$ cat config.mk
export PLATFORM = sky130hd
export DESIGN_NAME = timer_ctrl
export DESIGN_NICKNAME = d
export VERILOG_FILES = /design/src/rtl/timer_ctrl.sv
export SDC_FILE = /design/constraint.sdc
export NUM_CORES = 1
export LEC_CHECK = 0
export ABC_AREA = 1
export CELL_PAD_IN_SITES_DETAIL_PLACEMENT = 1
export CELL_PAD_IN_SITES_GLOBAL_PLACEMENT = 1
export CORE_ASPECT_RATIO = 0.8
export CORE_MARGIN = 10
export CORE_UTILIZATION = 32
export CTS_BUF_LIST = sky130_fd_sc_hd__clkbuf_16
export DETAILED_ROUTE_END_ITERATION = 12
export MAX_ROUTING_LAYER = met4
export PLACE_DENSITY_LB_ADDON = 0.1
export REMOVE_ABC_BUFFERS = 1
export SYNTH_ARGS = -nofsm -noshare
export SYNTH_HDL_FRONTEND = slang
export SYNTH_SLANG_ARGS = --single-unit
$ cat constraint.sdc
create_clock -name clk -period 1.4 [get_ports clk]
set_clock_uncertainty 0.05 [all_clocks]
set_input_delay 0.28 -clock clk [delete_from_list [all_inputs] [get_ports clk]]
set_output_delay 0.28 -clock clk [all_outputs]
set_load 0.01 [all_outputs]
$ cat src/rtl/timer_ctrl.sv
// Prescaled event timer sequencer: a prescaler gates a period counter, with start/pause/abort control.
// Optional TIMER_CTRL_RESTART_EN: i_start while busy restarts the current period instead of being ignored.
module timer_ctrl #(
  parameter int PRE_WIDTH = 4,
  parameter int PRE_LIMIT = 9,
  parameter int CNT_WIDTH = 8
) (
  input  logic                 clk,
  input  logic                 i_sclr,
  input  logic                 i_start,
  input  logic [CNT_WIDTH-1:0] i_period,
  input  logic                 i_oneshot,
  input  logic                 i_pause,
  input  logic                 i_abort,
  output logic [1:0]           o_state,
  output logic                 o_busy,
  output logic [CNT_WIDTH-1:0] o_cnt,
  output logic                 o_tick,
  output logic                 o_done
);

  typedef enum logic [1:0] {
    S_IDLE = 2'b00,
    S_RUN  = 2'b01,
    S_HOLD = 2'b10
  } state_t;

  localparam logic [PRE_WIDTH-1:0] PRE_TC = PRE_WIDTH'(PRE_LIMIT);

  state_t               state_q, state_d;
  logic [PRE_WIDTH-1:0] pre_q, pre_d;
  logic [CNT_WIDTH-1:0] cnt_q, cnt_d;
  logic [CNT_WIDTH-1:0] period_q, period_d;
  logic                 oneshot_q, oneshot_d;
  logic                 done_q, done_d;
  logic                 tick;
  logic                 terminal;
  logic                 start_ok;

  assign tick     = (state_q == S_RUN) && (pre_q == PRE_TC);
  assign terminal = tick && (cnt_q == period_q);

`ifdef TIMER_CTRL_RESTART_EN
  assign start_ok = i_start;
`else
  assign start_ok = i_start && (state_q == S_IDLE);
`endif

  always_comb begin
    state_d   = state_q;
    pre_d     = pre_q;
    cnt_d     = cnt_q;
    period_d  = period_q;
    oneshot_d = oneshot_q;
    done_d    = 1'b0;
    if (i_abort) begin
      state_d = S_IDLE;
      pre_d   = '0;
      cnt_d   = '0;
    end else if (start_ok) begin
      state_d   = S_RUN;
      pre_d     = '0;
      cnt_d     = '0;
      period_d  = i_period;
      oneshot_d = i_oneshot;
    end else begin
      case (state_q)
        S_RUN: begin
          // the cycle that sees i_pause still advances, so a tick here is not lost
          pre_d   = tick ? '0 : pre_q + 1'b1;
          state_d = i_pause ? S_HOLD : S_RUN;
          if (tick) begin
            if (terminal) begin
              cnt_d  = '0;
              done_d = 1'b1;
              if (oneshot_q) state_d = S_IDLE;
            end else begin
              cnt_d = cnt_q + 1'b1;
            end
          end
        end
        S_HOLD: begin
          if (!i_pause) state_d = S_RUN;
        end
        default: begin
          state_d = S_IDLE;
        end
      endcase
    end
  end

  always_ff @(posedge clk) begin
    if (i_sclr) begin
      state_q   <= S_IDLE;
      pre_q     <= '0;
      cnt_q     <= '0;
      period_q  <= '0;
      oneshot_q <= 1'b0;
      done_q    <= 1'b0;
    end else begin
      state_q   <= state_d;
      pre_q     <= pre_d;
      cnt_q     <= cnt_d;
      period_q  <= period_d;
      oneshot_q <= oneshot_d;
      done_q    <= done_d;
    end
  end

  assign o_state = state_q;
  assign o_busy  = (state_q != S_IDLE);
  assign o_cnt   = cnt_q;
  assign o_tick  = tick;
  assign o_done  = done_q;

endmodule

==> metrics.txt, run 1 <==
status finished, violations left; failing checks setup timing; Cells after Synth approximately 160; Cell Area, Placed between 1500 and 2000 sq um; setup TNS -2.021 ns; CP peak stage delay ~0.38 ns; nets ~240; leakage between 0.9 and 1 nW; CP required ~1.5 ns; Rows 19; Slew Viols, Final 0; RSZ-0062 raised after global routing yes; P&R area growth vs syn 74.59%; Die Ht 75.26 microns; VDD IR max between 500 and 600 uV; share of layout cells above drive strength 1 between 40% and 50%; Max-Cap Viols 0; largest net degree at the start of global routing 14; gp weighted congestion 0.7714; post-synthesis sequential area ratio about 39%; Crit-path slowest cell dfxtp_2; Cell Chain, Critical Path ha_4 -> nand2_4 -> nor2_8 -> buf_8 -> buf_4 -> nand4_4 -> nor2_4 -> nand3_2 -> nand2_2 -> nor3_2; Final Total Pwr approximately 1.5 mW; Clock Tree Buf Depth 2; I/O Buffers 26; Critical Setup Path Class reg -> reg; Final Instance Area ~2100 sq um; worst-path fanout max 5; Post-Syn Area 1221 sq um; critical path arrival between 1.5 and 2 ns; hpwl dp 2825 microns; wire per inst 16.33 microns; Ys Warns 0; die outline width between 80 and 90 microns; Core ar. around 3500 sq um; clock slew seen by the registers of the worst setup and hold paths 0.06 ns; iteration-0 DRC count of the detailed router a little over 40; routed via count ~1.3k; post-cts hold buffer count 0; WP buf/inv 2; Num CTS Buffers 3; clk sink count 24; fin util 60.19%; clock period minus final worst setup slack ~1.6 ns; CP top delay family simple AND/OR/NAND/NOR gates; Congestion Overflow GR 0; initial core utilization about a third; via/cell ratio roughly 5; PwrDens 726.6 nW/um^2; fillcell total 402; global-route wire length before repair 6368 microns; clock root cell clkbuf_16; Slew headroom roughly four fifths; Hold Crit Class reg -> reg; worst slew pin tran around 0.28 ns; All-Layer GR Usage 12.38%; final worst slack -0.1753 ns; antenna violations before repair 0; average size of a mapped cell 7.778 sq um; TritonRoute pass-1 iters 4; Hold Vio Cnt, Final 0; Post-synth top flop dfxtp_1; Critical Path Sink Type register; vias in the first global route between 1k and 1.5k; Die ar. approximately 6700 sq um; EDFF count, synth 0; antenna viol nets, final 0; period utilization 112.5%; Yosys reg bits 24; Async S/R FF share, synth 0%; critical path startpoint category register; Distinct cells, synth 29; TritonCTS clock tree yes; # IOs 27; fmax between 600 and 700 MHz; Inserted Diodes 0; total wire length 4213 microns; H-tree levels 1; setup violators final 25; Worst-Skew Late Latency approximately 0.26 ns; DRC violations left 0
==> cells in the final DEF (no fill, tap or decap), types with 2 or more instances in the layout <==
cell type,count
dlygate4sd2_1,11
dfxtp_2,8
a21oi_1,4
o21ai_2,10
buf_6,7
ha_1,3
a21oi_2,6
nand3_4,2
nand3_2,4
inv_2,4
xor2_1,2
nand2_2,2
clkdlybuf4s50_1,13
nand3_1,3
inv_1,12
buf_4,21
inv_4,3
dfxtp_1,16
ha_4,3
nand2_1,21
nor3b_2,4
nand2_4,3
nor3_2,4
buf_8,3
clkbuf_16,3
nor2_4,4
xnor2_1,7
nor2_1,20
==> registers in the layout, summed over array words and instances (netlist names) <==
signal / cells
oneshot_q: 1
o_cnt: 8
pre_q: 4
o_done: 1
period_q: 8
o_state: 2
==> final cells by class <==
class,count,area (sq um),area share [%]
Inverter,19,81.33,3.815
Timing Repair Buffer,56,528.0,24.77
Tap cell,42,52.55,2.465
Clock inverter,1,3.754,0.1761
Clock buffer,3,75.07,3.521
Multi-Input combinational cell,112,894.6,41.96
Sequential cell,24,490.5,23.00
Timing Repair inverter,1,6.256,0.2934
==> synthesized netlist by cell type (3+ instances only) <==
cell,count,area [sq um]
a21oi_1,10,50.05
dfxtp_1,24,480.5
ha_1,6,75.07
inv_1,17,63.81
nand2_1,24,90.09
nand3_1,7,35.03
nor2_1,21,78.83
nor2_2,4,25.02
nor3_1,3,15.01
nor3b_1,3,22.52
o21ai_0,8,40.04
xnor2_1,7,61.31
==> kinds of logic (layout without fill, tap and decap cells) <==
family / after synthesis / after routing / synth area share, %
simple gates: 74 / 74 / 31.56
flops: 24 / 24 / 39.34
compound gates: 23 / 23 / 10.04
buf+inv: 21 / 80 / 6.454
xor+xnor: 9 / 9 / 6.455
fa+ha+maj: 6 / 6 / 6.147
==> timing repair <==
action	CTS	global route
pin swaps	12	21
cloned	1	0
resized for setup	80	31
endpoints found under the setup margin	37	26
setup buffers	6	6
==> tightest hold or removal path, cell delays in order (launching register included) <==
cell,delay [ns]
dfxtp_1,0.31
inv_1,0.08
a21oi_1,0.06
==> stage by stage <==
step	worst slack [ns]	hold slack, ns	instances
global placement	-0.2714	0.4198	243
finish	-0.1753	0.4406	258
CTS	-0.1774	0.4384	254
detailed placement	-0.3031	0.4335	243
global route	-0.2582	0.4610	258
floorplan	-0.4104	0.3649	155
==> worst paths after layout <==
kind	cells past startpoint	slack, ns	to	startpoint
max	10	-0.18	o_cnt[7]	o_state[0]
min	2	0.44	period_q[7]	period_q[7]
max reg2reg	10	-0.18	o_cnt[7]	o_state[0]
min reg2reg	2	0.44	period_q[7]	period_q[7]
==> power breakdown <==
group          leakage (nW)  total (mW)  internal, mW  switching, mW
clock                0.0385       0.619         0.382          0.237
sequential            0.199       0.723         0.703         0.0202
combinational         0.689       0.207         0.105          0.102
total                 0.927        1.55          1.19          0.359
==> metal layers <==
metal | global-route usage, % | up-vias | share of wire (%)
li1 | - | 632 | -
met1 | 14.25 | 616 | 43
met2 | 21.56 | 27 | 52
met3 | 3.236 | 4 | 4.0
met4 | 2.113 | 0 | 0.59
met5 | - | - | 0
Power figures use the tool's default switching activity.
==> inputs of run 2 (changes only) <==
Settings changed: CORE_UTILIZATION 32 to 40, DONT_BUFFER_PORTS set to 1.
==> run 2 against run 1 <==
  * The flow still finishes with violations (setup timing)
  * Wire length is 13% higher
  * Critical path type unchanged
  * Die area is 15% lower
  * Non-clock buffer count is 22 lower
  * First-iteration DRC count is 51% higher
==> metrics.txt, run 2 (synthesis results as in run 1) <==
status finished, violations left; failing checks setup timing; area of the multi-input gates 830.8 sq um (-7.1%); hpwl dp 2845 microns (+0.71%); TritonRoute pass-1 iters 4 (unchanged); largest net degree at the start of global routing 13 (-1); critical path arrival 1.65 ns (-0.03 ns); H-tree levels 1 (unchanged); initial core utilization 42.84% (+8.4 points); r2r worst-path depth 8 (-2); Cell Area, Placed 1456 sq um (-13%); Num CTS Buffers 3 (unchanged); VDD IR max 599.1 uV (+10%); hold path startpoint i_period[4]; critical path startpoint category register; worst slew pin tran 0.3452 ns (+0.06997 ns); most frequent cells in the layout buf_4 (30), nor2_1 (18), dfxtp_1 (18); vias in the first global route 1345 (+0.22%); TritonCTS clock tree yes; Worst R2R End o_state[0]; Hold Crit Depth 2 (unchanged); gp weighted congestion 0.7963 (+3.2%); Clock Tree Buf Depth 2 (unchanged); PwrDens 832.3 nW/um^2 (+15%); Final Instance Area 1803 sq um (-15%); Rows 17 (-2); crit path launch o_cnt[1]; Max-Cap Viols 0 (unchanged); P&R area growth vs syn 47.64%; leakage 0.7969 nW (-14%); Hold Vio Cnt, Final 0 (unchanged); Worst-Skew Late Latency 0.26 ns (about the same); register area 490.5 sq um (unchanged); Die Ht 69.42 microns (-7.8%); final worst slack -0.1432 ns (+0.03214 ns); All-Layer GR Usage 16.04% (+3.7 points); share of layout cells above drive strength 1 45.88% (-0.42 points); Hold Crit Class in -> reg; via/cell ratio 5.440 (+9.7%); iteration-0 DRC count of the detailed router 62 (+51%); Congestion Overflow GR 0 (unchanged); Core ar. 2850 sq um (-20%); WHS Endpoint period_q[4]; worst hold slack 0.1078 ns (-0.3328 ns); Slew Viols, Final 0 (unchanged); worst-path fanout max 4 (-1); die outline width 81.78 microns (-8.2%); FF-to-FF Start o_cnt[1]; RSZ-0062 raised after global routing yes; CP required 1.51 ns (about the same); fmax 648.0 MHz (+2.1%); total wire length 4765 microns (+13%); Final Total Pwr 1.501 mW (-3.1%); Slew headroom 76.90% (-4.7 points); period utilization 110.2% (-2.3 points); nets 216 (-8.9%); most common cell after layout, fill and taps aside buf_4; Worst R2R Setup Slack -0.14 ns (+0.03 ns); antenna violations before repair 0 (unchanged); DRC violations left 0 (unchanged); fillcell total 358 (-11%); Critical Path Sink Type register; clock slew seen by the registers of the worst setup and hold paths 0.06 ns (about the same); I/O Buffers 0 (-100%); fin util 63.26% (+3.1 points); clock root cell clkbuf_16; routed via count 1262 (-1.3%); # IOs 27 (unchanged); antenna viol nets, final 0 (unchanged); Critical Setup Path Class reg -> reg; Inserted Diodes 0 (unchanged); clk sink count 24 (unchanged); global-route wire length before repair 6989 microns (+9.8%); wire per inst 20.54 microns (+26%); setup violators final 21 (-16%); Die ar. 5677 sq um (-15%); clock period minus final worst setup slack 1.543 ns (-0.03214 ns)
==> run 2: stage by stage <==
stage | instances | TNS, ns | worst slack, ns
2_1_floorplan | 155 | -3.513 | -0.4104
3_3_place_gp | 219 | -1.478 | -0.1392
3_5_place_dp | 219 | -3.298 | -0.2195
4_1_cts | 228 | -0.5260 | -0.07517
5_1_grt | 232 | -3.203 | -0.2356
6_report | 232 | -1.332 | -0.1432
==> run 2: area by class of cell <==
class / instances / share of cell area (%)
well taps: 38 / 2.637
inverters: 19 / 4.233
flip-flops and latches: 24 / 27.20
repair buffers: 34 / 15.20
clock buffers: 3 / 4.164
multi-input cells: 113 / 46.08
repair inverters: 1 / 0.4858
==> run 2: what timing repair did <==
item,4_1_cts,5_1_grt
setup endpoints to repair,25,24
pin swaps,6,1
buffers inserted,4,4
gates cloned,2,0
resized for setup,33,23
hold buffers,0,0
==> run 2: report_power, final <==
| part | switching (mW) | total, mW | internal (mW) | leakage, nW |
|---|---|---|---|---|
| logic | 0.0886 | 0.151 | 0.0622 | 0.562 |
| clock network | 0.252 | 0.631 | 0.379 | 0.0370 |
| registers | 0.0167 | 0.718 | 0.702 | 0.198 |
==> run 2: how the worst max path moves through the flow <==
stage	end	cells after the start
CTS	o_state[0]	11
floorplan	pre_q[1]	6
global route	o_state[0]	8
finish	o_state[0]	8
detailed placement	o_state[0]	11
global placement	pre_q[1]	6
==> run 2: layer usage <==
metal  routed length (microns)  up-vias  GRT usage, %  share of wire, %
li1                          -      588             -                 -
met1                      1997      622         17.70                42
met2                      2405       37         27.46                50
met3                       187       15         4.005               3.9
met4                       174        0         4.494               3.7
met5                         0        -             -                 0
==> run 2: critical path, stage by stage (launching register included) <==
cell and delay (ns):
dfxtp_1 0.43, xnor2_1 0.17, nand2_1 0.09, nor2_1 0.30, nand3_2 0.15, nand2_2 0.09
nand2_2 0.05, nand2_2 0.06, a21oi_2 0.05
==> inputs of run 3 (changes only) <==
Settings changed: SETUP_SLACK_MARGIN set to 0.02.
==> run 3 against run 2 <==
  * The flow still finishes with violations (setup timing)
  * Maximum frequency shrank 2.3%
  * Utilization grew 5.8 points
  * Cell area grew 9.1%
  * Wire length grew 12%
  * Clock power shrank 2%
  * Sequential power is essentially flat
  * Power grew 2.2%
  * Combinational power grew 27%
  * Non-clock buffer count grew 3
  * Critical path type unchanged
  * Highest routed layer unchanged
==> metrics.txt, run 3 (synthesis results as in run 1) <==
status finished, violations left; Slew headroom 79.91% (+3.0 points); Worst R2R End o_cnt[6]; Hold Crit Depth 2 (unchanged); critical path startpoint category register; RSZ-0062 raised after global routing yes; FF-to-FF Start o_state[1]; PwrDens 779.6 nW/um^2 (-6.3%); most common cell after layout, fill and taps aside buf_4; Inserted Diodes 0 (unchanged); most frequent cells in the layout buf_4 (28), nand2_1 (20), dfxtp_1 (19); WHS Endpoint period_q[2]; worst slew pin tran 0.3009 ns (-0.04431 ns); Die ar. 5677 sq um (unchanged); period utilization 112.9% (+2.6 points); fmax 632.8 MHz (-2.3%); Hold Vio Cnt, Final 0 (unchanged); Final Total Pwr 1.533 mW (+2.2%); All-Layer GR Usage 15.88% (-0.16 points); Critical Path Sink Type register; critical path arrival 1.71 ns (+0.06 ns); VDD IR max 751.8 uV (+25%); H-tree levels 1 (unchanged); largest net degree at the start of global routing 13 (unchanged); share of layout cells above drive strength 1 51.78% (+5.9 points); r2r worst-path depth 10 (+2); wire per inst 22.80 microns (+11%); met2 routed WL 2730 microns (+14%); leakage 0.8076 nW (+1.3%); post-cts hold buffer count 0 (unchanged); Congestion Overflow GR 0 (unchanged); antenna violations before repair 0 (unchanged); clock period minus final worst setup slack 1.580 ns (+0.03710 ns); Rows 17 (unchanged); worst-path fanout max 4 (unchanged); TritonRoute pass-1 iters 4 (unchanged); nets 219 (+1.4%); DRC violations left 0 (unchanged); via/cell ratio 5.515 (+1.4%); DR top layer met4; setup violators final 16 (-24%); P&R area growth vs syn 61.07%; clock root cell clkbuf_16; Num CTS Buffers 3 (unchanged); global-route wire length before repair 6969 microns (-0.29%); TritonCTS clock tree yes; vias in the first global route 1399 (+4.0%); hpwl dp 2845 microns (unchanged); final worst slack -0.1803 ns (-0.03710 ns); routed via count 1296 (+2.7%); Max-Cap Viols 0 (unchanged); Clock Tree Buf Depth 2 (unchanged); failing checks setup timing; initial core utilization 42.84% (unchanged); Die Ht 69.42 microns (unchanged); Hold Crit Class in -> reg; Worst R2R Setup Slack -0.18 ns (-0.04 ns); gp weighted congestion 0.7963 (unchanged); met3 WL 223 microns (+19%); I/O Buffers 0 (unchanged); setup TNS -1.411 ns (-0.07954 ns); Worst-Skew Late Latency 0.26 ns (about the same); hold path startpoint i_period[2]; clk sink count 24 (unchanged); # IOs 27 (unchanged); Slew Viols, Final 0 (unchanged); Critical Setup Path Class reg -> reg; Met1 Wirelength 2229 microns (+12%); Core ar. 2850 sq um (unchanged); iteration-0 DRC count of the detailed router 82 (+32%); die outline width 81.78 microns (unchanged); total wire length 5359 microns (+12%); clock slew seen by the registers of the worst setup and hold paths 0.06 ns (about the same); CP required 1.53 ns (+0.02 ns); antenna viol nets, final 0 (unchanged)
run 3: cell count changes in the layout (fill, tap and decap cells not counted), sizes merged:
cell	delta
clkinv	-2
buf	+3
inv	+2
run 3: through the flow:
step | std cells | hold slack [ns] | utilization (%) | setup slack (ns) | instance area, sq um
2_1_floorplan | 155 | 0.3649 | - | -0.4104 | 1214
3_3_place_gp | 219 | 0.3675 | 51.10 | -0.1392 | 1456
3_5_place_dp | 219 | 0.3771 | 51.10 | -0.2195 | 1456
4_1_cts | 229 | 0.1166 | 59.70 | -0.07324 | 1702
5_1_grt | 235 | 0.1168 | 69.01 | -0.2603 | 1967
6_report | 235 | 0.09993 | 69.01 | -0.1803 | 1967
run 3: report_power, final:
| part | switching (mW) | total (mW) | internal (mW) |
|---|---|---|---|
| sequential | 0.0188 | 0.721 | 0.702 |
| combinational | 0.110 | 0.192 | 0.0822 |
| clock | 0.242 | 0.621 | 0.378 |
run 3: worst max-delay path by stage:
stage               depth (start not counted)  slack (ns)        from    endpoint
detailed placement                         11       -0.22  o_state[1]  o_state[0]
global route                                6       -0.26    o_cnt[0]    o_cnt[7]
global placement                            6       -0.14  o_state[0]    pre_q[1]
finish                                     10       -0.18  o_state[1]    o_cnt[6]
CTS                                        11       -0.07  o_state[1]  o_state[0]
floorplan                                   6       -0.41  o_state[0]    pre_q[1]
run 3: layout make-up:
class	instances	area (sq um)
clock buffers	3	75.07
fillers	320	883.3
well taps	38	47.55
flip-flops and latches	24	489.2
inverters	19	86.33
repair inverters	1	11.26
repair buffers	37	326.6
multi-input cells	113	930.9
run 3: routing by layer:
layer  global-route usage, %  vias to the layer above
met5                       -                        -
met3                   4.651                       14
li1                        -                      591
met1                   17.26                      641
met4                   4.307                        0
met2                   27.12                       50
run 3: critical path, stage by stage, from the launching register on:
cell and delay (ns):
dfxtp_2 0.34, inv_4 0.07, ha_4 0.15, nand2_4 0.08, nor2_8 0.12, buf_12 0.12, nand4_4 0.09, nor2_4 0.16
nand2_2 0.08, nand2_1 0.07, nor3b_2 0.17
run 3: what timing repair did:
item                       CTS  global route
setup buffers                5             7
cloned                       2             0
pin swaps                    6            12
setup endpoints to repair   25            25
resized for setup           32            55
